--- config.mk ---
export PLATFORM = sky130hd
export DESIGN_NAME = flint_lsu
export DESIGN_NICKNAME = d
export VERILOG_FILES = /design/src/rtl/flint_lsu_pkg.sv /design/src/rtl/flint_lsu_tracker.sv /design/src/rtl/flint_lsu.sv
export SDC_FILE = /design/constraint.sdc
export NUM_CORES = 1
export LEC_CHECK = 0
export CORE_ASPECT_RATIO = 1.4
export CORE_UTILIZATION = 40
export DETAILED_ROUTE_END_ITERATION = 10
export GPL_TIMING_DRIVEN = 0
export HOLD_SLACK_MARGIN = 0.03
export MAX_ROUTING_LAYER = met4
export PLACE_DENSITY = 0.8
export REMOVE_ABC_BUFFERS = 1
export SETUP_SLACK_MARGIN = 0.2
export SYNTH_ARGS = -nofsm -noshare
export SYNTH_HDL_FRONTEND = slang
export SYNTH_HIERARCHICAL = 1
export SYNTH_SLANG_ARGS = --single-unit
export TNS_END_PERCENT = 5
--- constraint.sdc ---
create_clock -name i_clk -period 3.3 [get_ports i_clk]
set_input_delay 0.33 -clock i_clk [delete_from_list [all_inputs] [get_ports i_clk]]
set_output_delay 0.33 -clock i_clk [all_outputs]
set_load 0.005 [all_outputs]
--- src/rtl/flint_lsu_pkg.sv ---
// flintRV load/store unit shared types.
// Funct3 codes, exception causes and the load tracker entry.
package flint_lsu_pkg;

    localparam logic [2:0] F3_B  = 3'b000;
    localparam logic [2:0] F3_H  = 3'b001;
    localparam logic [2:0] F3_W  = 3'b010;
    localparam logic [2:0] F3_D  = 3'b011;
    localparam logic [2:0] F3_BU = 3'b100;
    localparam logic [2:0] F3_HU = 3'b101;
    localparam logic [2:0] F3_WU = 3'b110;
    localparam logic [2:0] F3_BAD = 3'b111;

    localparam logic [1:0] EXC_LD_MISAL = 2'b01;
    localparam logic [1:0] EXC_ST_MISAL = 2'b10;
    localparam logic [1:0] EXC_ILLEGAL  = 2'b11;

    typedef struct packed {
        logic [4:0] rd;
        logic [2:0] funct3;
        logic [2:0] off;
    } ld_entry_t;

    function automatic logic [3:0] size_bytes(input logic [2:0] f3);
        return 4'd1 << f3[1:0];
    endfunction

endpackage

--- src/rtl/flint_lsu_tracker.sv ---
// In-order FIFO of outstanding loads awaiting a bus response.
// A pop frees a slot for a push in the same cycle.
module flint_lsu_tracker
    import flint_lsu_pkg::*;
#(
    parameter int DEPTH = 2
) (
    input  logic      clk,
    input  logic      rst_n,
    input  logic      push,
    input  ld_entry_t push_data,
    input  logic      pop,
    output ld_entry_t pop_data,
    output logic [2:0] count,
    output logic      empty
);

    localparam int PW = (DEPTH > 1) ? $clog2(DEPTH) : 1;

    ld_entry_t mem [DEPTH];
    logic [PW-1:0] wr_ptr;
    logic [PW-1:0] rd_ptr;
    logic full;
    logic do_push;
    logic do_pop;

    function automatic logic [PW-1:0] nxt(input logic [PW-1:0] p);
        return (p == PW'(DEPTH - 1)) ? '0 : p + 1'b1;
    endfunction

    assign full     = (count == 3'(DEPTH));
    assign empty    = (count == 3'd0);
    assign do_pop   = pop && !empty;
    assign do_push  = push && (!full || do_pop);
    assign pop_data = mem[rd_ptr];

    always_ff @(posedge clk or negedge rst_n) begin
        if (!rst_n) begin
            wr_ptr <= '0;
            rd_ptr <= '0;
            count  <= 3'd0;
        end else begin
            if (do_push) wr_ptr <= nxt(wr_ptr);
            if (do_pop)  rd_ptr <= nxt(rd_ptr);
            count <= count + 3'(do_push) - 3'(do_pop);
        end
    end

    always_ff @(posedge clk) begin
        if (do_push) mem[wr_ptr] <= push_data;
    end

endmodule

--- src/rtl/flint_lsu.sv ---
// Load/store unit: aligns and issues MEM-stage accesses on a valid/ready
// bus, tracks outstanding loads and returns extended results in order.
module flint_lsu
    import flint_lsu_pkg::*;
#(
    parameter int XLEN            = 32,
    parameter int MAX_OUTSTANDING = 2
) (
    input  logic              i_clk,
    input  logic              i_rst_n,
    input  logic              i_req_valid,
    output logic              o_req_ready,
    input  logic              i_req_store,
    input  logic [2:0]        i_req_funct3,
    input  logic [XLEN-1:0]   i_req_addr,
    input  logic [XLEN-1:0]   i_req_wdata,
    input  logic [4:0]        i_req_rd,
    output logic              o_mem_valid,
    input  logic              i_mem_ready,
    output logic              o_mem_we,
    output logic [XLEN-1:0]   o_mem_addr,
    output logic [XLEN/8-1:0] o_mem_wstrb,
    output logic [XLEN-1:0]   o_mem_wdata,
    input  logic              i_mem_rvalid,
    input  logic [XLEN-1:0]   i_mem_rdata,
    output logic              o_wb_valid,
    output logic [4:0]        o_wb_rd,
    output logic [XLEN-1:0]   o_wb_data,
    output logic              o_exc_valid,
    output logic [1:0]        o_exc_cause,
    output logic [XLEN-1:0]   o_exc_addr,
    output logic              o_resp_err
);

    localparam int NB   = XLEN / 8;
    localparam int OFFW = $clog2(NB);

    logic [OFFW-1:0] off;
    logic [3:0]      nbytes;
    logic [2:0]      amask;
    logic            misal;
    logic            illegal;
    logic            bad;
    logic            accept;
    logic            push;
    logic            pop;
    logic            empty;
    logic [2:0]      count;
    ld_entry_t       push_e;
    ld_entry_t       head;
    logic [NB-1:0]   strb_base;
    logic [NB-1:0]   strb;
    logic [XLEN-1:0] wdata;
    logic [XLEN-1:0] sh;
    logic [XLEN-1:0] ext;

    assign off     = i_req_addr[OFFW-1:0];
    assign nbytes  = size_bytes(i_req_funct3);
    assign amask   = 3'(nbytes - 4'd1);
    assign misal   = (i_req_addr[2:0] & amask) != 3'd0;
    assign illegal = (i_req_funct3 == F3_BAD) ||
                     (XLEN == 32 && (i_req_funct3 == F3_D ||
                                     i_req_funct3 == F3_WU));
    assign bad     = illegal || misal;

    // Reset also holds ready low so nothing is accepted while in reset.
    assign o_req_ready = i_rst_n && (!o_mem_valid || i_mem_ready) &&
                         (i_req_store || count < 3'(MAX_OUTSTANDING));
    assign accept = i_req_valid && o_req_ready;
    assign push   = accept && !i_req_store && !bad;
    assign pop    = i_mem_rvalid && !empty;
    assign push_e = '{rd: i_req_rd, funct3: i_req_funct3, off: 3'(off)};

    always_comb begin
        strb_base = '0;
        case (i_req_funct3[1:0])
            2'b00:   strb_base = NB'(8'h01);
            2'b01:   strb_base = NB'(8'h03);
            2'b10:   strb_base = NB'(8'h0f);
            default: strb_base = NB'(8'hff);
        endcase
    end

    assign strb  = strb_base << off;
    assign wdata = i_req_wdata << {off, 3'b000};

    flint_lsu_tracker #(.DEPTH(MAX_OUTSTANDING)) u_tracker (
        .clk       (i_clk),
        .rst_n     (i_rst_n),
        .push      (push),
        .push_data (push_e),
        .pop       (pop),
        .pop_data  (head),
        .count     (count),
        .empty     (empty)
    );

    always_ff @(posedge i_clk or negedge i_rst_n) begin
        if (!i_rst_n) begin
            o_mem_valid <= 1'b0;
            o_mem_we    <= 1'b0;
            o_mem_addr  <= '0;
            o_mem_wstrb <= '0;
            o_mem_wdata <= '0;
            o_exc_valid <= 1'b0;
            o_exc_cause <= 2'b00;
            o_exc_addr  <= '0;
        end else begin
            if (accept && !bad) begin
                o_mem_valid <= 1'b1;
                o_mem_we    <= i_req_store;
                o_mem_addr  <= {i_req_addr[XLEN-1:OFFW], {OFFW{1'b0}}};
                o_mem_wstrb <= i_req_store ? strb : '0;
                o_mem_wdata <= i_req_store ? wdata : '0;
            end else if (i_mem_ready) begin
                o_mem_valid <= 1'b0;
            end
            o_exc_valid <= accept && bad;
            if (accept && bad) begin
                o_exc_cause <= illegal ? EXC_ILLEGAL :
                               (i_req_store ? EXC_ST_MISAL : EXC_LD_MISAL);
                o_exc_addr  <= i_req_addr;
            end
        end
    end

    assign sh = i_mem_rdata >> {head.off, 3'b000};

    always_comb begin
        ext = sh;
        case (head.funct3)
            F3_B:    ext = XLEN'($signed(sh[7:0]));
            F3_H:    ext = XLEN'($signed(sh[15:0]));
            F3_W:    ext = XLEN'($signed(sh[31:0]));
            F3_BU:   ext = XLEN'(sh[7:0]);
            F3_HU:   ext = XLEN'(sh[15:0]);
            F3_WU:   ext = XLEN'(sh[31:0]);
            default: ext = sh;
        endcase
    end

    always_ff @(posedge i_clk or negedge i_rst_n) begin
        if (!i_rst_n) begin
            o_wb_valid <= 1'b0;
            o_wb_rd    <= 5'd0;
            o_wb_data  <= '0;
            o_resp_err <= 1'b0;
        end else begin
            o_wb_valid <= pop;
            if (pop) begin
                o_wb_rd   <= head.rd;
                o_wb_data <= ext;
            end
            if (i_mem_rvalid && empty) o_resp_err <= 1'b1;
        end
    end

endmodule

==> flow_summary.toml <==
[floorplan]
die_h_um = 167.4
core_sq_um = 19220
die_area_sq_um = 20120
die_x_um = 120.2
start_util = 0.4069
io_pins = 255
rows = 60

[placement]
dp_hpwl_um = 13800
io_buffers = 252
finalWeightedCongestion = 0.7539
place_area_sq_um = 10460
dp.cells = 1096

[critical_path]
path_common_cell = "ha_1"
cp_num_buf_inv = 2
start_kind = "register"
critical_path_class = "register to register"
cp.depth = 10
cp_cell_sequence = "nor3_2, nand2b_4, clkinvlp_4, o41ai_4, ha_1, inv_1, ha_1, fa_1, xor2_1, xnor2_1"
timing.rr.start = "u_tracker/count[2]"
arrival_ns = 3.29
crit_required_ns = 3.59
endpoint_kind = "register"
path_delay_family = "adder cells"
reg2regPathDepth = 10
cpMaxStageDelayCell = "dfrtp_1"
cp_max_fo = 17
crit_path_start = "u_tracker/count[2]"
slowest_delay_ns = 0.48

[finish]
multiInputGateArea_sq_um = 3254
fillers = 1640
fin_area_sq_um = 11210
drive_gt1_frac = 0.1590
register_area_sq_um = 4339
area_delta_synth_final_pct = 43.41
nets = 988
n_antenna_cell = 0
instances_no_fill = 1135

[clock_network]
clock-sinks = 169
clockBufferDepth = 2
insertion_delay_ns = 0.42
h-tree-depth = 4
cts_buffers = 17
clk_pin_slew_ns = 0.06
clockRootBuffer = "clkbuf_16"
cts_tree = "yes"

[min_path]
hold_path.class = "input pin to register"
hold_start = "i_req_funct3[0]"
min_path_cells = 1

[logic_synthesis]
yosysWarnings = 6
post-synth-top-area-cell = "dfrtp_1"
synth.most_common_cell = "dfrtp_1"
synth_area_leaders = "dfrtp_1 47%, edfxtp_1 8.4%, mux2_2 7.3%, mux2_4 5.6%, mux2i_1 5.2%"
synth_seq_cells = 169
synth.avg_cell_area_sq_um = 12.22
synth_seq_area_share = 0.5549
synth_edf_count = 22
synthTopCellsByCount = "147 x dfrtp_1, 75 x nand2_1, 51 x mux2_2"
syn-cell-area_sq_um = 7820
netlist.area_leader.share = 0.4704
synth.distinct_cells = 45
async_flop_share = 0.8698
ys.flop_type = "dfrtp_1"
synthCells = 640

[route]
top_layer = "met4"
vias = 5965
drt_first_pass_iters = 5
wl_per_cell_um = 18.69
drc_errors = 0
met3WireLength_um = 1053
drt_iter0_drc = 320
wirelength_um = 21210
drtAntennaViolNets = 0
wl_met1_um = 8553
viasPerCell = 5.256
met2WireLength_um = 10960

[global_route]
grt_pass1_vias = 6157
gr-usage-all-layers = 0.2220
antenna_found_initial = 0
grt_pass1_wl_um = 33510
overflow = 0
grt_max_degree = 86

[sta]
finClkSkew_ns = 0.01272
slew_violations = 0
setup_viol = 0
max_slew_margin = 0.1045
whs_ns = 0.3017
max_freq_mhz = 333.9
fin_crit_ns = 2.995
finalHoldViolations = 0
tightest_slew_ns = 1.343
rsz0062_at_grt = "yes"
fin_crit_sh = 0.9076

[power]
leakage_nw = 4.582
peakVddDrop_mv = 0.4852
power_density_nw_per_um2 = 766.2

[run]
cap_violations = 0

[outcome]
status = "finished clean"
[area by class of cell]
cell class / instances / area share
well taps: 248 / 0.02767
repair buffers: 259 / 0.2370
flip-flops and latches: 169 / 0.3869
multi-input cells: 412 / 0.2902
repair inverters: 1 / 0.0004463
clock inverters: 14 / 0.01450
inverters: 14 / 0.005021
clock buffers: 18 / 0.03827
[report_power, final]
| group | internal, mW | leakage (nW) | switching [mW] |
|---|---|---|---|
| clock network | 1.13 | 0.280 | 0.884 |
| registers | 2.84 | 2.02 | 0.449 |
| logic | 2.05 | 2.29 | 1.24 |
| total | 6.02 | 4.58 | 2.57 |
[state kept, by name, summed over array words and instances (netlist names)]
register / cells
u_tracker/rd_ptr: 1
o_mem_addr: 30
o_exc_cause: 2
o_wb_rd: 5
o_exc_valid: 1
u_tracker/mem: 22
o_mem_we: 1
u_tracker/count: 3
o_resp_err: 1
o_wb_valid: 1
o_exc_addr: 32
o_mem_wdata: 32
o_mem_wstrb: 4
o_mem_valid: 1
o_wb_data: 32
u_tracker/wr_ptr: 1
[cell usage in the layout (no fill, tap or decap), types with 2 or more instances in the layout]
cell type and instances:
nor2_4 2, inv_6 4, mux2_4 31, mux2_1 12, clkbuf_16 17, clkdlybuf4s15_2 3
a31oi_1 16, nor2b_1 2, a22o_1 7, inv_1 12, dfrtp_1 147, o21ai_0 45
o41ai_1 9, clkdlybuf4s50_1 246, buf_16 3, nand2_1 75, xnor2_1 2, or2_2 2
nor2_1 29, nor3_1 2, mux2i_1 41, mux2_2 49, a21oi_1 9, o21ai_1 2
o31ai_1 18, conb_1 4, o211ai_1 9, o2111ai_2 2, ha_1 3, xor2_1 2
o2bb2ai_1 8, edfxtp_1 22, bufinv_16 2, nand2b_1 7, buf_12 2, clkinvlp_4 4
nand3b_1 8
[path summary, 6_finish.rpt]
path	slack [ns]	end
max in group asynchronous	2.35	o_mem_wdata[31]
worst max register to register	0.31	u_tracker/count[2]
worst min register to register	0.46	o_resp_err
min in group asynchronous	0.55	o_wb_data[19]
worst max-delay path	0.31	u_tracker/count[2]
worst min-delay path	0.30	u_tracker/mem[0][3]
[routing by layer]
| metal | vias to the layer above | GRT usage |
|---|---|---|
| met2 | 217 | 0.3686 |
| li1 | 2757 | - |
| met4 | 0 | 0.09565 |
| met5 | - | - |
| met3 | 45 | 0.04394 |
| met1 | 2946 | 0.2594 |
[kinds of logic after synthesis]
kind of cell               count (synthesis)  synth area share
DFF                                      169            0.5549
and+or+nand+nor                          135           0.07664
muxes                                    133            0.1989
AOI/OAI and AO/OA                        130            0.1134
buffers and inverters                     64           0.04384
adders and majority gates                  4          0.007361
xor gates and xnor gates                   4          0.004481
other                                      1         0.0004795
[per-stage QoR]
| stage | setup TNS, ns | total power, mW | util | worst slack (ns) |
|---|---|---|---|---|
| final | 0 | 8.593 | 0.5835 | 0.3051 |
| after global routing | 0 | 9.060 | 0.5835 | 0.1653 |
| after CTS | 0 | 8.655 | 0.5811 | 0.08738 |
| after detailed placement | -92.68 | 6.544 | 0.5441 | -1.295 |
| after global placement | -1655.90 | 6.448 | 0.5398 | -9.903 |
| after floorplan | -63.38 | 4.518 | - | -1.600 |
[what timing repair did]
action                                  4_1_cts  5_1_grt
resized for setup                            21        5
hold buffers                                  2        0
setup buffers                                 1        0
hold endpoints to repair                     62        0
gates cloned                                  2        1
endpoints found under the setup margin      124       31
pin swaps                                     3        1
Power figures use the tool's default switching activity.
